### src/rtl/cpu_host_pkg.sv
// Shared definitions for the host-side processor controller: command opcodes,
// controller FSM states and default width/depth constants.
package cpu_host_pkg;

    localparam int DEF_DATA_W      = 8;
    localparam int DEF_INSTR_W     = 16;
    localparam int DEF_ADDR_W      = 16;
    localparam int DEF_IM_DEPTH    = 4096;
    localparam int DEF_DM_DEPTH    = 4096;
    localparam int DEF_WDOG_CYCLES = 65535;

    typedef enum logic [1:0] {
        OP_LOAD_IM = 2'd0,
        OP_LOAD_DM = 2'd1,
        OP_RUN     = 2'd2,
        OP_READ_DM = 2'd3
    } op_e;

    typedef enum logic [2:0] {
        ST_IDLE,
        ST_LOAD,
        ST_RUN,
        ST_RD_REQ,
        ST_RD_WAIT,
        ST_RD_OUT
    } state_e;

endpackage

### src/rtl/cpu_host_ctrl_if.sv
// Host-facing bus of cpu_host_ctrl: command, load-data and readback
// handshakes plus the done/err/busy status lines.
// master = external host (UART/bus bridge), slave = controller.
interface cpu_host_ctrl_if #(
    parameter int ADDR_W  = cpu_host_pkg::DEF_ADDR_W,
    parameter int INSTR_W = cpu_host_pkg::DEF_INSTR_W,
    parameter int DATA_W  = cpu_host_pkg::DEF_DATA_W
) ();

    logic               cmd_valid;
    logic               cmd_ready;
    logic [1:0]         cmd_op;
    logic [ADDR_W-1:0]  cmd_addr;
    logic [ADDR_W-1:0]  cmd_len;

    logic               wr_valid;
    logic               wr_ready;
    logic [INSTR_W-1:0] wr_data;

    logic               rd_valid;
    logic               rd_ready;
    logic [DATA_W-1:0]  rd_data;

    logic               done;
    logic               err;
    logic               busy;

    modport master (
        output cmd_valid, cmd_op, cmd_addr, cmd_len, wr_valid, wr_data, rd_ready,
        input  cmd_ready, wr_ready, rd_valid, rd_data, done, err, busy
    );

    modport slave (
        input  cmd_valid, cmd_op, cmd_addr, cmd_len, wr_valid, wr_data, rd_ready,
        output cmd_ready, wr_ready, rd_valid, rd_data, done, err, busy
    );

endinterface

### src/rtl/host_range_check.sv
// Combinational bounds check for a burst: flags addr+len beyond the target
// memory depth. The sum is one bit wider than the address so it cannot wrap.
module host_range_check #(
    parameter int ADDR_W = cpu_host_pkg::DEF_ADDR_W
) (
    input  logic [ADDR_W-1:0] addr_i,
    input  logic [ADDR_W-1:0] len_i,
    input  logic [ADDR_W:0]   depth_i,
    output logic              over_o
);

    logic [ADDR_W:0] end_w;

    assign end_w  = {1'b0, addr_i} + {1'b0, len_i};
    assign over_o = (end_w > depth_i);

endmodule

### src/rtl/cpu_host_ctrl.sv
// Host-side controller for the processor subsystem: sequences memory loads,
// processor runs and data-memory readback behind valid/ready handshakes.
// Optional run watchdog: define CPU_HOST_WDOG_EN to abort a RUN that sees no
// cpu_end within WDOG_CYCLES cycles (sets err).
module cpu_host_ctrl
    import cpu_host_pkg::*;
#(
    parameter int DATA_W      = DEF_DATA_W,
    parameter int INSTR_W     = DEF_INSTR_W,
    parameter int ADDR_W      = DEF_ADDR_W,
    parameter int IM_DEPTH    = DEF_IM_DEPTH,
    parameter int DM_DEPTH    = DEF_DM_DEPTH,
    parameter int WDOG_CYCLES = DEF_WDOG_CYCLES
) (
    input  logic               clk,
    input  logic               rst,
    cpu_host_ctrl_if.slave     host,
    output logic               im_we,
    output logic               dm_we,
    output logic [ADDR_W-1:0]  mem_addr,
    output logic [INSTR_W-1:0] mem_wdata,
    input  logic [DATA_W-1:0]  dm_rdata,
    output logic               cpu_run,
    input  logic               cpu_end
);

    localparam int              AW1        = ADDR_W + 1;
    localparam logic [ADDR_W:0] IM_DEPTH_W = AW1'(IM_DEPTH);
    localparam logic [ADDR_W:0] DM_DEPTH_W = AW1'(DM_DEPTH);

    state_e              state_q;
    op_e                 op_q;
    logic [ADDR_W-1:0]   addr_q;
    logic [ADDR_W-1:0]   cnt_q;
    logic                wr_ready_q;
    logic                rd_valid_q;
    logic [DATA_W-1:0]   rd_data_q;
    logic                done_q;
    logic                err_q;
    logic                busy_q;
    logic                cpu_run_q;

    op_e                 cmd_op_d;
    logic [ADDR_W:0]     depth_d;
    logic                range_over_d;
    logic                wr_fire_d;
    logic                rd_fire_d;
    logic                last_d;

`ifdef CPU_HOST_WDOG_EN
    localparam logic [31:0] WDOG_LAST = 32'(WDOG_CYCLES - 1);
    logic [31:0] wdog_q;
`else
    logic unused_wdog;
    assign unused_wdog = ^WDOG_CYCLES;
`endif

    assign cmd_op_d  = op_e'(host.cmd_op);
    // Only LOAD_IM targets instruction memory; every other burst is DM-bound.
    assign depth_d   = (cmd_op_d == OP_LOAD_IM) ? IM_DEPTH_W : DM_DEPTH_W;
    assign wr_fire_d = wr_ready_q && host.wr_valid;
    assign rd_fire_d = rd_valid_q && host.rd_ready;
    assign last_d    = (cnt_q == ADDR_W'(1));

    host_range_check #(.ADDR_W(ADDR_W)) u_range (
        .addr_i (host.cmd_addr),
        .len_i  (host.cmd_len),
        .depth_i(depth_d),
        .over_o (range_over_d)
    );

    // cmd_ready is a pure state decode, gated by rst so it reads 0 during reset
    // and 1 as soon as reset is released.
    assign host.cmd_ready = (state_q == ST_IDLE) && !rst;
    assign host.wr_ready  = wr_ready_q;
    assign host.rd_valid  = rd_valid_q;
    assign host.rd_data   = rd_data_q;
    assign host.done      = done_q;
    assign host.err       = err_q;
    assign host.busy      = busy_q;
    assign cpu_run        = cpu_run_q;

    // Write strobes fire in the same cycle as the beat handshake; write data is
    // zeroed whenever no strobe is active.
    assign im_we     = wr_fire_d && (op_q == OP_LOAD_IM);
    assign dm_we     = wr_fire_d && (op_q == OP_LOAD_DM);
    assign mem_addr  = addr_q;
    assign mem_wdata = (im_we || dm_we) ? host.wr_data : '0;

    // Command sequencer with registered handshake/status outputs.
    always_ff @(posedge clk or posedge rst) begin
        if (rst) begin
            state_q    <= ST_IDLE;
            op_q       <= OP_LOAD_IM;
            addr_q     <= '0;
            cnt_q      <= '0;
            wr_ready_q <= 1'b0;
            rd_valid_q <= 1'b0;
            rd_data_q  <= '0;
            done_q     <= 1'b0;
            err_q      <= 1'b0;
            busy_q     <= 1'b0;
            cpu_run_q  <= 1'b0;
`ifdef CPU_HOST_WDOG_EN
            wdog_q     <= '0;
`endif
        end else begin
            done_q <= 1'b0;
            case (state_q)
                ST_IDLE: begin
                    if (host.cmd_valid) begin
                        op_q   <= cmd_op_d;
                        addr_q <= host.cmd_addr;
                        cnt_q  <= host.cmd_len;
                        err_q  <= 1'b0;
                        if (cmd_op_d != OP_RUN && range_over_d) begin
                            // Out-of-range burst: report and stay idle, no memory access.
                            err_q  <= 1'b1;
                            done_q <= 1'b1;
                        end else if (cmd_op_d != OP_RUN && host.cmd_len == '0) begin
                            done_q <= 1'b1;
                        end else begin
                            busy_q <= 1'b1;
                            case (cmd_op_d)
                                OP_LOAD_IM, OP_LOAD_DM: begin
                                    state_q    <= ST_LOAD;
                                    wr_ready_q <= 1'b1;
                                end
                                OP_RUN: begin
                                    state_q   <= ST_RUN;
                                    cpu_run_q <= 1'b1;
`ifdef CPU_HOST_WDOG_EN
                                    wdog_q    <= '0;
`endif
                                end
                                default: begin
                                    state_q <= ST_RD_REQ;
                                end
                            endcase
                        end
                    end
                end
                ST_LOAD: begin
                    if (wr_fire_d) begin
                        addr_q <= addr_q + ADDR_W'(1);
                        cnt_q  <= cnt_q - ADDR_W'(1);
                        if (last_d) begin
                            state_q    <= ST_IDLE;
                            wr_ready_q <= 1'b0;
                            busy_q     <= 1'b0;
                            done_q     <= 1'b1;
                        end
                    end
                end
                ST_RUN: begin
                    if (cpu_end) begin
                        state_q   <= ST_IDLE;
                        cpu_run_q <= 1'b0;
                        busy_q    <= 1'b0;
                        done_q    <= 1'b1;
                    end
`ifdef CPU_HOST_WDOG_EN
                    else if (wdog_q == WDOG_LAST) begin
                        state_q   <= ST_IDLE;
                        cpu_run_q <= 1'b0;
                        busy_q    <= 1'b0;
                        done_q    <= 1'b1;
                        err_q     <= 1'b1;
                    end else begin
                        wdog_q <= wdog_q + 32'd1;
                    end
`endif
                end
                ST_RD_REQ: begin
                    // mem_addr already carries addr_q; the memory samples it this edge.
                    state_q <= ST_RD_WAIT;
                end
                ST_RD_WAIT: begin
                    rd_data_q  <= dm_rdata;
                    rd_valid_q <= 1'b1;
                    state_q    <= ST_RD_OUT;
                end
                ST_RD_OUT: begin
                    if (rd_fire_d) begin
                        rd_valid_q <= 1'b0;
                        addr_q     <= addr_q + ADDR_W'(1);
                        cnt_q      <= cnt_q - ADDR_W'(1);
                        if (last_d) begin
                            state_q <= ST_IDLE;
                            busy_q  <= 1'b0;
                            done_q  <= 1'b1;
                        end else begin
                            state_q <= ST_RD_REQ;
                        end
                    end
                end
                default: begin
                    state_q <= ST_IDLE;
                    busy_q  <= 1'b0;
                end
            endcase
        end
    end

endmodule

### src/flat_wrapper.sv
// flat-port wrapper written by rule: the top's interface ports become plain ports
module cpu_host_ctrl_flat import cpu_host_pkg::*;
#(
    parameter int DATA_W      = DEF_DATA_W,
    parameter int INSTR_W     = DEF_INSTR_W,
    parameter int ADDR_W      = DEF_ADDR_W,
    parameter int IM_DEPTH    = DEF_IM_DEPTH,
    parameter int DM_DEPTH    = DEF_DM_DEPTH,
    parameter int WDOG_CYCLES = DEF_WDOG_CYCLES
)
  (clk, rst, im_we, dm_we, mem_addr, mem_wdata, dm_rdata, cpu_run, cpu_end, host_cmd_valid, host_cmd_op, host_cmd_addr, host_cmd_len, host_wr_valid, host_wr_data, host_rd_ready, host_cmd_ready, host_wr_ready, host_rd_valid, host_rd_data, host_done, host_err, host_busy);
  cpu_host_ctrl_if #(.ADDR_W(ADDR_W), .INSTR_W(INSTR_W), .DATA_W(DATA_W)) host_i ();
  input  logic clk;
  input  logic rst;
  output logic im_we;
  output logic dm_we;
  output logic [ADDR_W-1:0] mem_addr;
  output logic [INSTR_W-1:0] mem_wdata;
  input  logic [DATA_W-1:0] dm_rdata;
  output logic cpu_run;
  input  logic cpu_end;
  input wire logic [$bits(host_i.cmd_valid)-1:0] host_cmd_valid;
  input wire logic [$bits(host_i.cmd_op)-1:0] host_cmd_op;
  input wire logic [$bits(host_i.cmd_addr)-1:0] host_cmd_addr;
  input wire logic [$bits(host_i.cmd_len)-1:0] host_cmd_len;
  input wire logic [$bits(host_i.wr_valid)-1:0] host_wr_valid;
  input wire logic [$bits(host_i.wr_data)-1:0] host_wr_data;
  input wire logic [$bits(host_i.rd_ready)-1:0] host_rd_ready;
  output wire logic [$bits(host_i.cmd_ready)-1:0] host_cmd_ready;
  output wire logic [$bits(host_i.wr_ready)-1:0] host_wr_ready;
  output wire logic [$bits(host_i.rd_valid)-1:0] host_rd_valid;
  output wire logic [$bits(host_i.rd_data)-1:0] host_rd_data;
  output wire logic [$bits(host_i.done)-1:0] host_done;
  output wire logic [$bits(host_i.err)-1:0] host_err;
  output wire logic [$bits(host_i.busy)-1:0] host_busy;
  assign host_i.cmd_valid = host_cmd_valid;
  assign host_i.cmd_op = host_cmd_op;
  assign host_i.cmd_addr = host_cmd_addr;
  assign host_i.cmd_len = host_cmd_len;
  assign host_i.wr_valid = host_wr_valid;
  assign host_i.wr_data = host_wr_data;
  assign host_i.rd_ready = host_rd_ready;
  assign host_cmd_ready = host_i.cmd_ready;
  assign host_wr_ready = host_i.wr_ready;
  assign host_rd_valid = host_i.rd_valid;
  assign host_rd_data = host_i.rd_data;
  assign host_done = host_i.done;
  assign host_err = host_i.err;
  assign host_busy = host_i.busy;
  cpu_host_ctrl #(.DATA_W(DATA_W), .INSTR_W(INSTR_W), .ADDR_W(ADDR_W), .IM_DEPTH(IM_DEPTH), .DM_DEPTH(DM_DEPTH), .WDOG_CYCLES(WDOG_CYCLES)) u_core (.clk(clk), .rst(rst), .host(host_i), .im_we(im_we), .dm_we(dm_we), .mem_addr(mem_addr), .mem_wdata(mem_wdata), .dm_rdata(dm_rdata), .cpu_run(cpu_run), .cpu_end(cpu_end));
endmodule
### config.mk
export PLATFORM = sky130hd
export DESIGN_NAME = cpu_host_ctrl_flat
export DESIGN_NICKNAME = d
export VERILOG_FILES = /design/src/rtl/cpu_host_pkg.sv /design/src/rtl/cpu_host_ctrl_if.sv /design/src/rtl/host_range_check.sv /design/src/rtl/cpu_host_ctrl.sv /design/src/flat_wrapper.sv
export SDC_FILE = /design/constraint.sdc
export NUM_CORES = 1
export LEC_CHECK = 0
export ABC_AREA = 1
export ABC_CLOCK_PERIOD_IN_PS = 1800
export CAP_MARGIN = 20
export CORE_MARGIN = 1.5
export CORE_UTILIZATION = 52
export DETAILED_ROUTE_END_ITERATION = 16
export GPL_TIMING_DRIVEN = 0
export PLACE_DENSITY = 0.9
export RECOVER_POWER = 100
export SLEW_MARGIN = 15
export SYNTH_ARGS = -nofsm -noshare
export SYNTH_HDL_FRONTEND = slang
export SYNTH_HIERARCHICAL = 1
export SYNTH_SLANG_ARGS = --single-unit
### constraint.sdc
create_clock -name clk -period 1.8 [get_ports clk]
set_input_delay 0.36 -clock clk [delete_from_list [all_inputs] [get_ports clk]]
set_output_delay 0.36 -clock clk [all_outputs]
set_load 0.02 [all_outputs]
==> results of run 1 <==
==> sequential cells by signal (all words and copies together), names as in the netlist, 2 cells and up <==
| signal | cells |
|---|---|
| u_core/op_q | 2 |
| u_core/cnt_q | 16 |
| u_core/mem_addr | 16 |
| u_core/host.rd_data | 8 |
| u_core/state_q | 3 |
==> cell usage after synthesis, types with 2 or more instances <==
master / n
nand3b_1: 3
nor3_1: 10
o211ai_1: 7
clkbuf_1: 4
dfrtp_1: 51
nand2_2: 6
buf_4: 2
buf_6: 3
xor2_1: 17
buf_1: 2
ha_1: 36
nand3_2: 2
conb_1: 2
a21boi_0: 2
o21a_1: 2
o21bai_1: 2
inv_2: 5
nand2_1: 241
nor2_1: 121
nor2_2: 4
inv_1: 110
nand4_1: 20
nand3_1: 39
or2_2: 3
buf_2: 6
o21ai_0: 24
a21oi_1: 23
o21ai_1: 16
xnor2_1: 2
==> worst paths after layout <==
kind,cells past startpoint,to,slack (ps)
max,24,u_core/state_q[1],-1130
min,3,u_core/cnt_q[8],330
max reg2reg,7,u_core/mem_addr[14],-80
min reg2reg,2,u_core/host.rd_data[3],480
max in group asynchronous,3,u_core/mem_addr[9],170
min in group asynchronous,2,u_core/host.rd_data[0],620
==> layout by cell type, fill, tap and decap left out, types with 4 or more instances in the layout <==
| cell type | n |
|---|---|
| a21oi_4 | 4 |
| dlygate4sd3_1 | 15 |
| ha_4 | 19 |
| clkbuf_2 | 6 |
| nand2_4 | 15 |
| dfrtp_1 | 51 |
| nand2_1 | 213 |
| inv_1 | 102 |
| buf_4 | 50 |
| a21oi_2 | 8 |
| nand3_2 | 13 |
| buf_2 | 23 |
| ha_1 | 17 |
| o211ai_1 | 7 |
| nand3_1 | 27 |
| o21ai_0 | 21 |
| clkdlybuf4s50_1 | 37 |
| nand2_2 | 20 |
| xor2_1 | 16 |
| nor3_1 | 8 |
| inv_2 | 13 |
| clkbuf_8 | 5 |
| o21ai_1 | 17 |
| nor2_1 | 97 |
| nand4_1 | 20 |
| conb_1 | 17 |
| a21oi_1 | 12 |
| clkbuf_1 | 13 |
| buf_6 | 17 |
| nor2_2 | 14 |
| nor2_4 | 15 |
==> cell families after synthesis <==
logic type	Yosys count
other	2
AND/OR/NAND/NOR	455
XOR/XNOR	19
adder cells (fa/ha/maj)	37
buffers and inverters	132
AO/OA/AOI/OAI	79
flip-flops	51
==> power by group through the flow <==
stage               Combinational (mW)  Sequential, mW  Clock (mW)
finish                            7.12            2.36       0.799
global route                      7.67            2.43       0.849
CTS                               6.73            2.34       0.799
detailed placement                6.45            2.35           0
global placement                  6.28            2.33           0
floorplan                         4.00            2.60           0
==> tightest hold or removal path, delay by kind of cell <==
| family | cells | cell delay (ps) |
|---|---|---|
| AO/OA/AOI/OAI | 1 | 100 |
| AND/OR/NAND/NOR | 1 | 60 |
| buffers and inverters | 1 | 100 |
==> what timing repair did <==
| action | 4_1_cts | 5_1_grt |
|---|---|---|
| setup buffers | 30 | 12 |
| setup endpoints to repair | 25 | 42 |
| gates resized for setup | 250 | 117 |
| cloned | 2 | 0 |
| pin swaps | 67 | 63 |
==> stage by stage <==
stage / power, mW / setup slack, ps / area (sq um) / TNS (ps) / std cells
final: 10.28 / -1126 / 7106 / -6735 / 1060
after global routing: 10.95 / -1201 / 7106 / -11570 / 1060
after CTS: 9.870 / -844.4 / 6859 / -4931 / 1049
after detailed placement: 8.804 / -1897 / 6347 / -26100 / 1011
after global placement: 8.610 / -1797 / 6327 / -67560 / 1010
after floorplan: 6.598 / -755.0 / 5071 / -4276 / 790
==> metal layers <==
layer / part of all wire / GRT usage
met1: 0.35 / 0.4068
met2: 0.49 / 0.6175
met3: 0.10 / 0.03725
met4: 0.062 / 0.1571
met5: 0 / 0
==> layout make-up <==
| class | instances | area share |
|---|---|---|
| clock inverters | 2 | 0.005283 |
| flip-flops and latches | 51 | 0.1796 |
| inverters | 115 | 0.06075 |
| well taps | 108 | 0.01902 |
| repair buffers | 155 | 0.1805 |
| multi-input cells | 608 | 0.5279 |
| plain buffers | 16 | 0.01726 |
| clock buffers | 5 | 0.009685 |
==> results.cfg, run 1 <==
[worst_setup_path]
crit_buf_inv = 2
crit_path_end_kind = register
critical_path_class = input port to register
critPathLaunch = host_cmd_len[7]
crit_chain = buf_4 > ha_4 > nand2_1 > nand2_1 > nand3_1 > nand2_1 > a21oi_2 > nand2_1 > nand2_1 > nand2_2 > ha_4 > nand2_1 > inv_1 > nand2_4 > nor2_4 > nand2_1 > nand2_1 > nor2_2 > a21oi_2 > nand2_1 > nand2_2 > nand2_4 > nand4_1 > nand2_1
cpPeakStageDelay_ps = 270
path_common_cell = nand2_1
worstSetupStartpointType = input port
r2r-start = u_core/state_q[0]
critPathMaxFanout = 5
critPathTopFamily = simple AND/OR/NAND/NOR gates
cp_data_arrival_time_ps = 3110
slowest_stage = ha_4
worstPathRequired_ps = 1990

[routing]
vias_per_cell = 5.796
vias = 6144
drtAntennaViolNets = 0
wl_per_cell_microns = 17.84
detailedRoute.firstIterationViolations = 902
drc = 0
totalWireLength_microns = 18910
drt-pass1-iter-count = 6

[power]
pwr-share-clk = 0.078
p_seq_frac = 0.229
sw_frac_of_total = 0.5366
p_leak_nw = 3.614
pwr_density_cell_nw_per_um2 = 1447
comb_power_share = 0.693
p_int_mw = 4.764
ir_worst_vdd_uv = 815.3
p_sw_mw = 5.516

[logic_synthesis]
synth.avg_cell_area_sq_um = 6.219
synth_area_leader_cell = dfrtp_1
ys_ff_latch = 51
synthAdderAreaFrac = 0.09761
syn_inst = 775
yosysUniqueCellTypes = 39
yosys_most_used_dff = dfrtp_1
yosysSeqAreaShare = 0.2648
synth_compound_area_frac = 0.09164
yosys.area_share.simple = 0.3993
synth_edf_count = 0
synthMuxAreaShare = 0
synth_area_sq_um = 4820
synth_area_leaders = dfrtp_1, nand2_1, nor2_1
synth_xor_area_frac = 0.03453
async_reset_ff_frac = 1.000
synth_top_family_by_area = simple AND/OR/NAND/NOR gates
synth_top_cell_area_share = 0.2648
yosys_warnings = 6

[layout]
antenna_cells = 0
utilization = 0.8030
fillCellCount = 569
syn_to_final_growth_pct = 47.43
regArea_sq_um = 1276
multi_input_area_sq_um = 3751
drive_above_1_share = 0.2584
nets = 1053

[placement]
hpwl_microns = 11400
io_buffers = 112
place.gp.congestion = 0.9584

[clock_network]
cts_num_sinks = 51
htreeDepth = 2
numCtsBuffers = 5
worstSkewPairLatency_ps = 310
cts-hold-fix-buffers = 0
cts.path.max_buffers = 2
cts_root_buffer = clkbuf_8
cts_tree = yes
path_clk_slew_ps = 100

[sta]
period_share = 1.626
slew_headroom = 0.5353
worst_slack_ps = -1126
whs_ps = 333.5
finalMaxSlewViolations = 0
fmax_mhz = 341.8
rsz0062_at_grt = yes
hold_viol_final = 0
worst_pin_slew_ps = 696.4
finalSetupViolCount = 16
finalClockSkew_ps = 13.12
min_period_ps = 2926

[die]
io_pins = 113
rows = 34
die_y_microns = 99.28
die_area_sq_um = 9856
die_w_microns = 99.28
core_sq_um = 8848
start_util = 0.5447

[global_route]
grt_pass1_vias = 5723
globalRouteTotalUtil = 0.3417
grt-ovfl-total = 0
grt_max_degree = 34
antenna_found_initial = 0
grt_pass1_wl_microns = 27180

[hold_path]
hold_start = host_cmd_len[8]
hp-class = input port to register

[outcome]
status = complete, but fails checks
violations = setup timing

[run]
drv_cap = 0
Note: power is estimated with default switching activity, not from simulation.
==> run 2, diff against run 1 <==
--- a/config.mk
+++ b/config.mk
@@ -10,6 +10,7 @@
 export CAP_MARGIN = 20
 export CORE_MARGIN = 1.5
 export CORE_UTILIZATION = 52
+export CTS_CLUSTER_DIAMETER = 40
 export DETAILED_ROUTE_END_ITERATION = 16
 export GPL_TIMING_DRIVEN = 0
 export PLACE_DENSITY = 0.9
==> results of run 2 <==
Same layout as run 1: the final DEF is identical, and so are final timing and power.
